--- src/rtl/adder_4bit_lib.sv ---
// 4-bit unsigned ripple adder from half/full-adder cells,
// with a combinational sum and an enable-loaded registered copy.
module adder_4bit_lib_ha (
  input  logic x,
  input  logic y,
  output logic sum,
  output logic co
);
  assign sum = x ^ y;
  assign co  = x & y;
endmodule

module adder_4bit_lib_fa (
  input  logic x,
  input  logic y,
  input  logic ci,
  output logic sum,
  output logic co
);
  logic p;
  assign p   = x ^ y;
  assign sum = p ^ ci;
  assign co  = (x & y) | (ci & p);
endmodule

module adder_4bit_lib (
  input  logic       clk,
  input  logic       reset_n,
  input  logic [3:0] a,
  input  logic [3:0] b,
  input  logic       en,
  output logic [4:0] s,
  output logic [4:0] s_q,
  output logic       q_valid
);
  logic [4:0] c;
  logic [3:0] sum;

  adder_4bit_lib_ha u_ha0 (
    .x   (a[0]),
    .y   (b[0]),
    .sum (sum[0]),
    .co  (c[1])
  );

  // c[0] is unused: bit 0 has no carry-in
  assign c[0] = 1'b0;

  for (genvar i = 1; i < 4; i++) begin : g_fa
    adder_4bit_lib_fa u_fa (
      .x   (a[i]),
      .y   (b[i]),
      .ci  (c[i]),
      .sum (sum[i]),
      .co  (c[i+1])
    );
  end

  assign s = {c[4], sum};

  always_ff @(posedge clk or negedge reset_n) begin
    if (!reset_n) begin
      s_q     <= 5'h00;
      q_valid <= 1'b0;
    end else if (en) begin
      s_q     <= s;
      q_valid <= 1'b1;
    end
  end
endmodule

--- config.mk ---
export PLATFORM = sky130hd
export DESIGN_NAME = adder_4bit_lib
export DESIGN_NICKNAME = d
export VERILOG_FILES = /design/src/rtl/adder_4bit_lib.sv
export SDC_FILE = /design/constraint.sdc
export NUM_CORES = 1
export LEC_CHECK = 0
export BUFFER_PORTS_ARGS = -buffer_cell sky130_fd_sc_hd__buf_2
export CAP_MARGIN = 10
export CORE_AREA = 3 3 40 42
export CTS_CLUSTER_DIAMETER = 30
export DETAILED_ROUTE_END_ITERATION = 7
export DIE_AREA = 0 0 43 45
export HOLD_SLACK_MARGIN = 0.03
export PLACE_DENSITY = 0.51
export SYNTH_ARGS = -nofsm -noshare
export SYNTH_HDL_FRONTEND = slang
export SYNTH_SLANG_ARGS = --single-unit
--- constraint.sdc ---
create_clock -name clk -period 5.8 [get_ports clk]
set_input_delay 0.58 -clock clk [delete_from_list [all_inputs] [get_ports clk]]
set_output_delay 0.58 -clock clk [all_outputs]
set_load 0.02 [all_outputs]
==> results of run 1 <==
## layer usage
layer  vias to the layer above  part of all wire [%]  GRT usage, %
met1                       119                    40          7.69
met4                         0                     0          9.04
met2                        11                    51          10.2
met5                         -                     0             0
li1                        115                     -             -
met3                         0                   9.0          3.98
## stage by stage
step	hold slack [ns]	std cells	instance area [µm²]	power, mW
global placement	0.408	58	440	0.101
global route	0.140	61	463	0.148
detailed placement	0.407	58	440	0.101
finish	0.154	61	463	0.136
floorplan	0.284	28	365	0.0903
CTS	0.145	61	463	0.140
## sequential cells by signal (all words and copies together), names as in the netlist
name     cells
s_q          5
q_valid      1
## cells by family after synthesis
kind of cell,count (synthesis),synth area share [%]
flops,6,41.1
buf+inv,11,18.5
mux,4,16.4
simple gates,2,2.74
fa+ha+maj,4,19.9
compound gates,1,1.37
## worst paths after layout
kind	start	endpoint	slack, ns	cells after the start
min reg2reg	q_valid$_DFFE_PN0P_	q_valid$_DFFE_PN0P_	0.46	1
max in group asynchronous	reset_n	s_q[3]$_DFFE_PN0P_	5.51	1
max reg2reg	q_valid$_DFFE_PN0P_	q_valid$_DFFE_PN0P_	5.04	1
max	a[0]	s[3]	2.88	8
min	reset_n	q_valid$_DFFE_PN0P_	0.15	1
min in group clk	q_valid$_DFFE_PN0P_	q_valid$_DFFE_PN0P_	0.46	1
## cell usage after synthesis
master   number  area (µm²)
dfrtp_1       6         150
a21oi_1       1        5.00
buf_6         1        11.3
mux2_4        4        60.1
or2_2         1        6.26
buf_4         5        37.5
ha_1          1        12.5
inv_1         5        18.8
fa_1          3        60.1
nor2_1        1        3.75
## worst max-delay path: cells and delay by family
family | cells | cell delay [ns]
fa+ha+maj | 4 | 1.37
buf+inv | 4 | 0.39
## layout make-up
class | count | area share (%)
flip-flops and latches | 6 | 32.4
multi-input cells | 11 | 31.9
repair buffers | 21 | 22.7
clock buffers | 3 | 4.86
inverters | 5 | 4.05
well taps | 15 | 4.05
## power by group through the flow
stage               clock network (mW)  registers, mW  logic [mW]
detailed placement                   0         0.0524      0.0488
floorplan                            0         0.0600      0.0304
CTS                             0.0395         0.0520      0.0488
finish                          0.0365         0.0518      0.0475
global placement                     0         0.0523      0.0484
global route                    0.0437         0.0527      0.0521
==> results.toml, run 1 <==
[run_status]
outcome = "completed"

[cells_and_area]
seqCellArea_um2 = 150
num_antenna_cells = 0
layout_common_cells = "21 x buf_2, 6 x dfrtp_1, 5 x inv_1"
final_util_pct = 36.0
drive_gt1_share_pct = 63.0
fillers = 133
finalNetCount = 63
area_growth_pct = 26.7
multiInputGateArea_um2 = 148
mostFrequentLayoutCell = "buf_2"

[power]
intPower_mw = 0.0923
power_frac_comb_pct = 35.0
power_frac_seq_pct = 38.1
irDropWorstVdd_mv = 0.0723
clkPwrFrac_pct = 26.9
p_sw_mw = 0.0435
leakage_nw = 0.256
switching_share_pct = 32.1
powerDensity_mw_per_mm2 = 293

[sta]
rsz0062_at_grt = "false"
fin_ws_ns = 2.88
slew_violations = 0
finalSetupViolations = 0
worst_pin_slew_ns = 0.186
hold_viol_final = 0
timing.fmax_mhz = 343
final.min_clock_period_ns = 2.92
finalSetupTns_ns = 0
maxSlewHeadroom_pct = 87.6
skew_ns = 0
finalCritPeriodShare_pct = 50.3

[setup_path]
critPathSlowestCell = "fa_1"
worstSetupEndpointType = "primary output"
cpMostUsedCell = "fa_1"
path_class = "in -> out"
cp_cell_sequence = "buf_2, ha_1, fa_1, fa_1, inv_1, fa_1, inv_1, buf_2"
arrival_ns = 2.34
slowest_delay_ns = 0.43
crit_required_ns = 5.22
critPathLaunchType = "input port"
critPathMaxFanout = 2

[global_route]
grt_pass1_vias = 225
grt_pass1_wl_um = 952
antenna_found_initial = 0
grt_max_degree = 8
grt_overflow_total = 0
gr-usage-all-layers_pct = 7.57

[route]
ant_nets = 0
dr.pass1.iters = 1
viasPerCell = 4.02
drt_iter0_markers = 0
wirelength_um = 620
drc = 0
vias = 245
wl_per_cell_um = 10.2

[floorplan]
initial_utilization_pct = 28.4
die-area_mm2 = 0.00194
die_h_um = 45
fp.dieW_um = 43
placementRows = 13
core-area_mm2 = 0.00128
io-pin-count = 22

[place]
port_buffers = 21
gp_congestion = 0.589
pre_cts_ws_ns = 2.86
dp_hpwl_um = 534

[min_path]
holdCritPathClass = "in -> async"

[clock_tree]
cts_resized = 0
cts_htree_levels = 1
insertion_delay_ns = 0.24
cts_setup_buffers = 0
cts.sinks = 6
ctsHoldBuffers = 0
clk_path_buf_depth = 2
numCtsBuffers = 3
path_clk_slew_ns = 0.04
cts_tree = "yes"
root_buffer = "clkbuf_4"

[logic_synthesis]
syn_nets = 43
ys_seq_area_share_pct = 41.1
yosys_warnings = 0
syn_inst = 28
avgSynthCellArea_um2 = 13.0
syn_area_um2 = 365
synth_seq_cells = 6
synth.distinct_cells = 10

[flow_run]
cap_violations = 0
Power figures use the tool's default switching activity.
==> run 2, diff against run 1 <==
--- a/config.mk
+++ b/config.mk
@@ -5,6 +5,7 @@
 export SDC_FILE = /design/constraint.sdc
 export NUM_CORES = 1
 export LEC_CHECK = 0
+export ABC_AREA = 1
 export BUFFER_PORTS_ARGS = -buffer_cell sky130_fd_sc_hd__buf_2
 export CAP_MARGIN = 10
 export CORE_AREA = 3 3 40 42
==> constraint.sdc (replaced) <==
create_clock -name clk -period 2.5 [get_ports clk]
set_input_delay 0.25 -clock clk [delete_from_list [all_inputs] [get_ports clk]]
set_output_delay 0.25 -clock clk [all_outputs]
set_load 0.02 [all_outputs]
==> run 2 against run 1 <==
Die area unchanged. Critical path depth unchanged. Combinational power increased by 100%. Setup slack got worse by 2.6 ns. Cell count increased by 18%. Critical path type unchanged. Largest cell class unchanged. Highest routed layer unchanged.
==> results.toml, run 2 <==
[power]
intPower_mw = 0.198
switching_share_pct = 34.0
clkPwrFrac_pct = 29.6
p_total_mw = 0.300
irDropWorstVdd_mv = 0.204
power_frac_comb_pct = 32.1
power_frac_seq_pct = 38.3
p_sw_mw = 0.102
leakage_nw = 0.276
powerDensity_mw_per_mm2 = 647

[logic_synthesis]
syn_nets = 52
ys_seq_area_share_pct = 43.5
synth_commonest_cells = "15 x nand2_1, 6 x dfrtp_1, 5 x buf_4, 5 x inv_1, 3 x fa_1"
synth-edff-count = 0
synth_top_area_share_pct = 43.5
synthMuxAreaShare_pct = 0
synthXorXnorAreaFrac_pct = 0
synthSimpleGateAreaFrac_pct = 18.1
yosys_warnings = 0
syn_area_um2 = 345
async_flop_share_pct = 100
synth_top_family_by_area = "adder cells"
synth_area_leaders = "dfrtp_1 43%, fa_1 17%, nand2_1 16%, buf_4 11%, inv_1 5.4%"
synth_top_area_cell = "dfrtp_1"
synth_fa_ha_area_share_pct = 21.0
syn_inst = 37
synth_seq_cells = 6
yosysMostFrequentCell = "nand2_1"
dominantRegCellSynth = "dfrtp_1"
synth_compound_area_share_pct = 0
avgSynthCellArea_um2 = 9.33
synth.distinct_cells = 8

[sta]
maxSlewHeadroom_pct = 90.6
finalSetupTns_ns = 0
rsz0062_at_grt = "false"
hold_viol_final = 0
finalSetupViolations = 0
worst_pin_slew_ns = 0.140
skew_ns = 0
slew_violations = 0
whs_ns = 0.304
timing.fmax_mhz = 445
final.min_clock_period_ns = 2.25
finalCritPeriodShare_pct = 89.9

[route]
ant_nets = 0
dr.pass1.iters = 2
vias = 281
wirelength_um = 652
drt_iter0_markers = 4
drc = 0
viasPerCell = 3.90
wl_per_cell_um = 9.06

[setup_path]
arrival_ns = 2.00
critPathMaxFanout = 2
path_class = "in -> out"
worstSetupEndpointType = "primary output"
critPathLaunchType = "input port"
crit_required_ns = 2.25

[clock_tree]
clk_path_buf_depth = 2
root_buffer = "clkbuf_4"
cts_tree = "yes"
cts.sinks = 6
cts_htree_levels = 1
numCtsBuffers = 3
path_clk_slew_ns = 0.05
insertion_delay_ns = 0.24

[floorplan]
die-area_mm2 = 0.00194
initial_utilization_pct = 26.9
placementRows = 13
core-area_mm2 = 0.00128
die_h_um = 45
fp.dieW_um = 43
io-pin-count = 22

[cells_and_area]
reg_top3 = "s_q: 5 flops, q_valid: 1 flops"
area_growth_pct = 34.4
layout_common_cells = "21 x buf_2, 15 x nand2_1, 6 x dfrtp_1"
drive_gt1_share_pct = 43.9
mostFrequentLayoutCell = "buf_2"
num_antenna_cells = 0
largest_register_ffs = 5
final_util_pct = 36.1
regMostFlops = "s_q"
finalNetCount = 74
layout.cells.non_filler = 72

[min_path]
holdCritPathClass = "in -> reg"

[global_route]
antenna_found_initial = 0
grt_pass1_wl_um = 1120
gr-usage-all-layers_pct = 8.24
grt_overflow_total = 0
grt_pass1_vias = 269
grt_max_degree = 8

[flow_run]
cap_violations = 0

[place]
dp_hpwl_um = 551
dpl.cell_count = 68
port_buffers = 21
gp_congestion = 0.645

[run_status]
outcome = "completed"
## run 2: power groups by stage
stage                     Clock, mW  Sequential [mW]  Combinational (mW)
after detailed placement          0            0.117              0.0973
after global routing         0.0982            0.116               0.108
after floorplan                   0            0.132              0.0579
after CTS                    0.0943            0.115              0.0989
after global placement            0            0.116              0.0965
final                        0.0888            0.115              0.0965
## run 2: path summary, 6_finish.rpt
check                               startpoint                   to  slack, ns  depth (start not counted)
max                                       a[0]                 s[3]       0.25                          8
max reg2reg                q_valid$_DFFE_PN0P_  q_valid$_DFFE_PN0P_       1.80                          1
min in group asynchronous              reset_n   s_q[2]$_DFFE_PN0P_       0.37                          2
min reg2reg                q_valid$_DFFE_PN0P_  q_valid$_DFFE_PN0P_       0.46                          1
min                                         en   s_q[2]$_DFFE_PN0P_       0.30                          3
max in group asynchronous              reset_n   s_q[1]$_DFFE_PN0P_       1.99                          2
## run 2: cell families (layout without fill, tap and decap cells)
family / Yosys count / count (layout)
AND/OR/NAND/NOR: 16 / 16
buffers and inverters: 11 / 31
flip-flops: 6 / 6
adder cells (fa/ha/maj): 4 / 4
## run 2: cell type report
| class | instances | area (µm²) |
|---|---|---|
| Inverter | 6 | 22.5 |
| Sequential cell | 6 | 150 |
| Fill cell | 143 | 821 |
| Multi-Input combinational cell | 20 | 135 |
| Clock buffer | 3 | 22.5 |
| Tap cell | 15 | 18.8 |
| Timing Repair Buffer | 22 | 115 |
## run 2: repair_timing
action | CTS | global route
hold buffers | 1 | 0
endpoints found under the setup margin | 0 | 0
gates resized for setup | 0 | 0
endpoints found under the hold margin | 6 | 0
buffers inserted | 0 | 0
## run 2: through the flow
stage / instance area (µm²) / setup WS, ns
detailed placement: 432 / 0.239
global route: 464 / 0.166
floorplan: 345 / 0.426
finish: 464 / 0.252
global placement: 432 / 0.245
CTS: 464 / 0.235
## run 2: worst max-delay path: stages
cell and delay [ns]:
buf_2 0.10, ha_1 0.19, fa_1 0.38, fa_1 0.36, inv_1 0.07, fa_1 0.40, inv_1 0.08, buf_2 0.16
## run 2: metal layers
metal,part of all wire (%),track usage [%]
met3,13,3.98
met4,0,5.42
met5,0,0
met2,45,11.4
met1,42,10.2
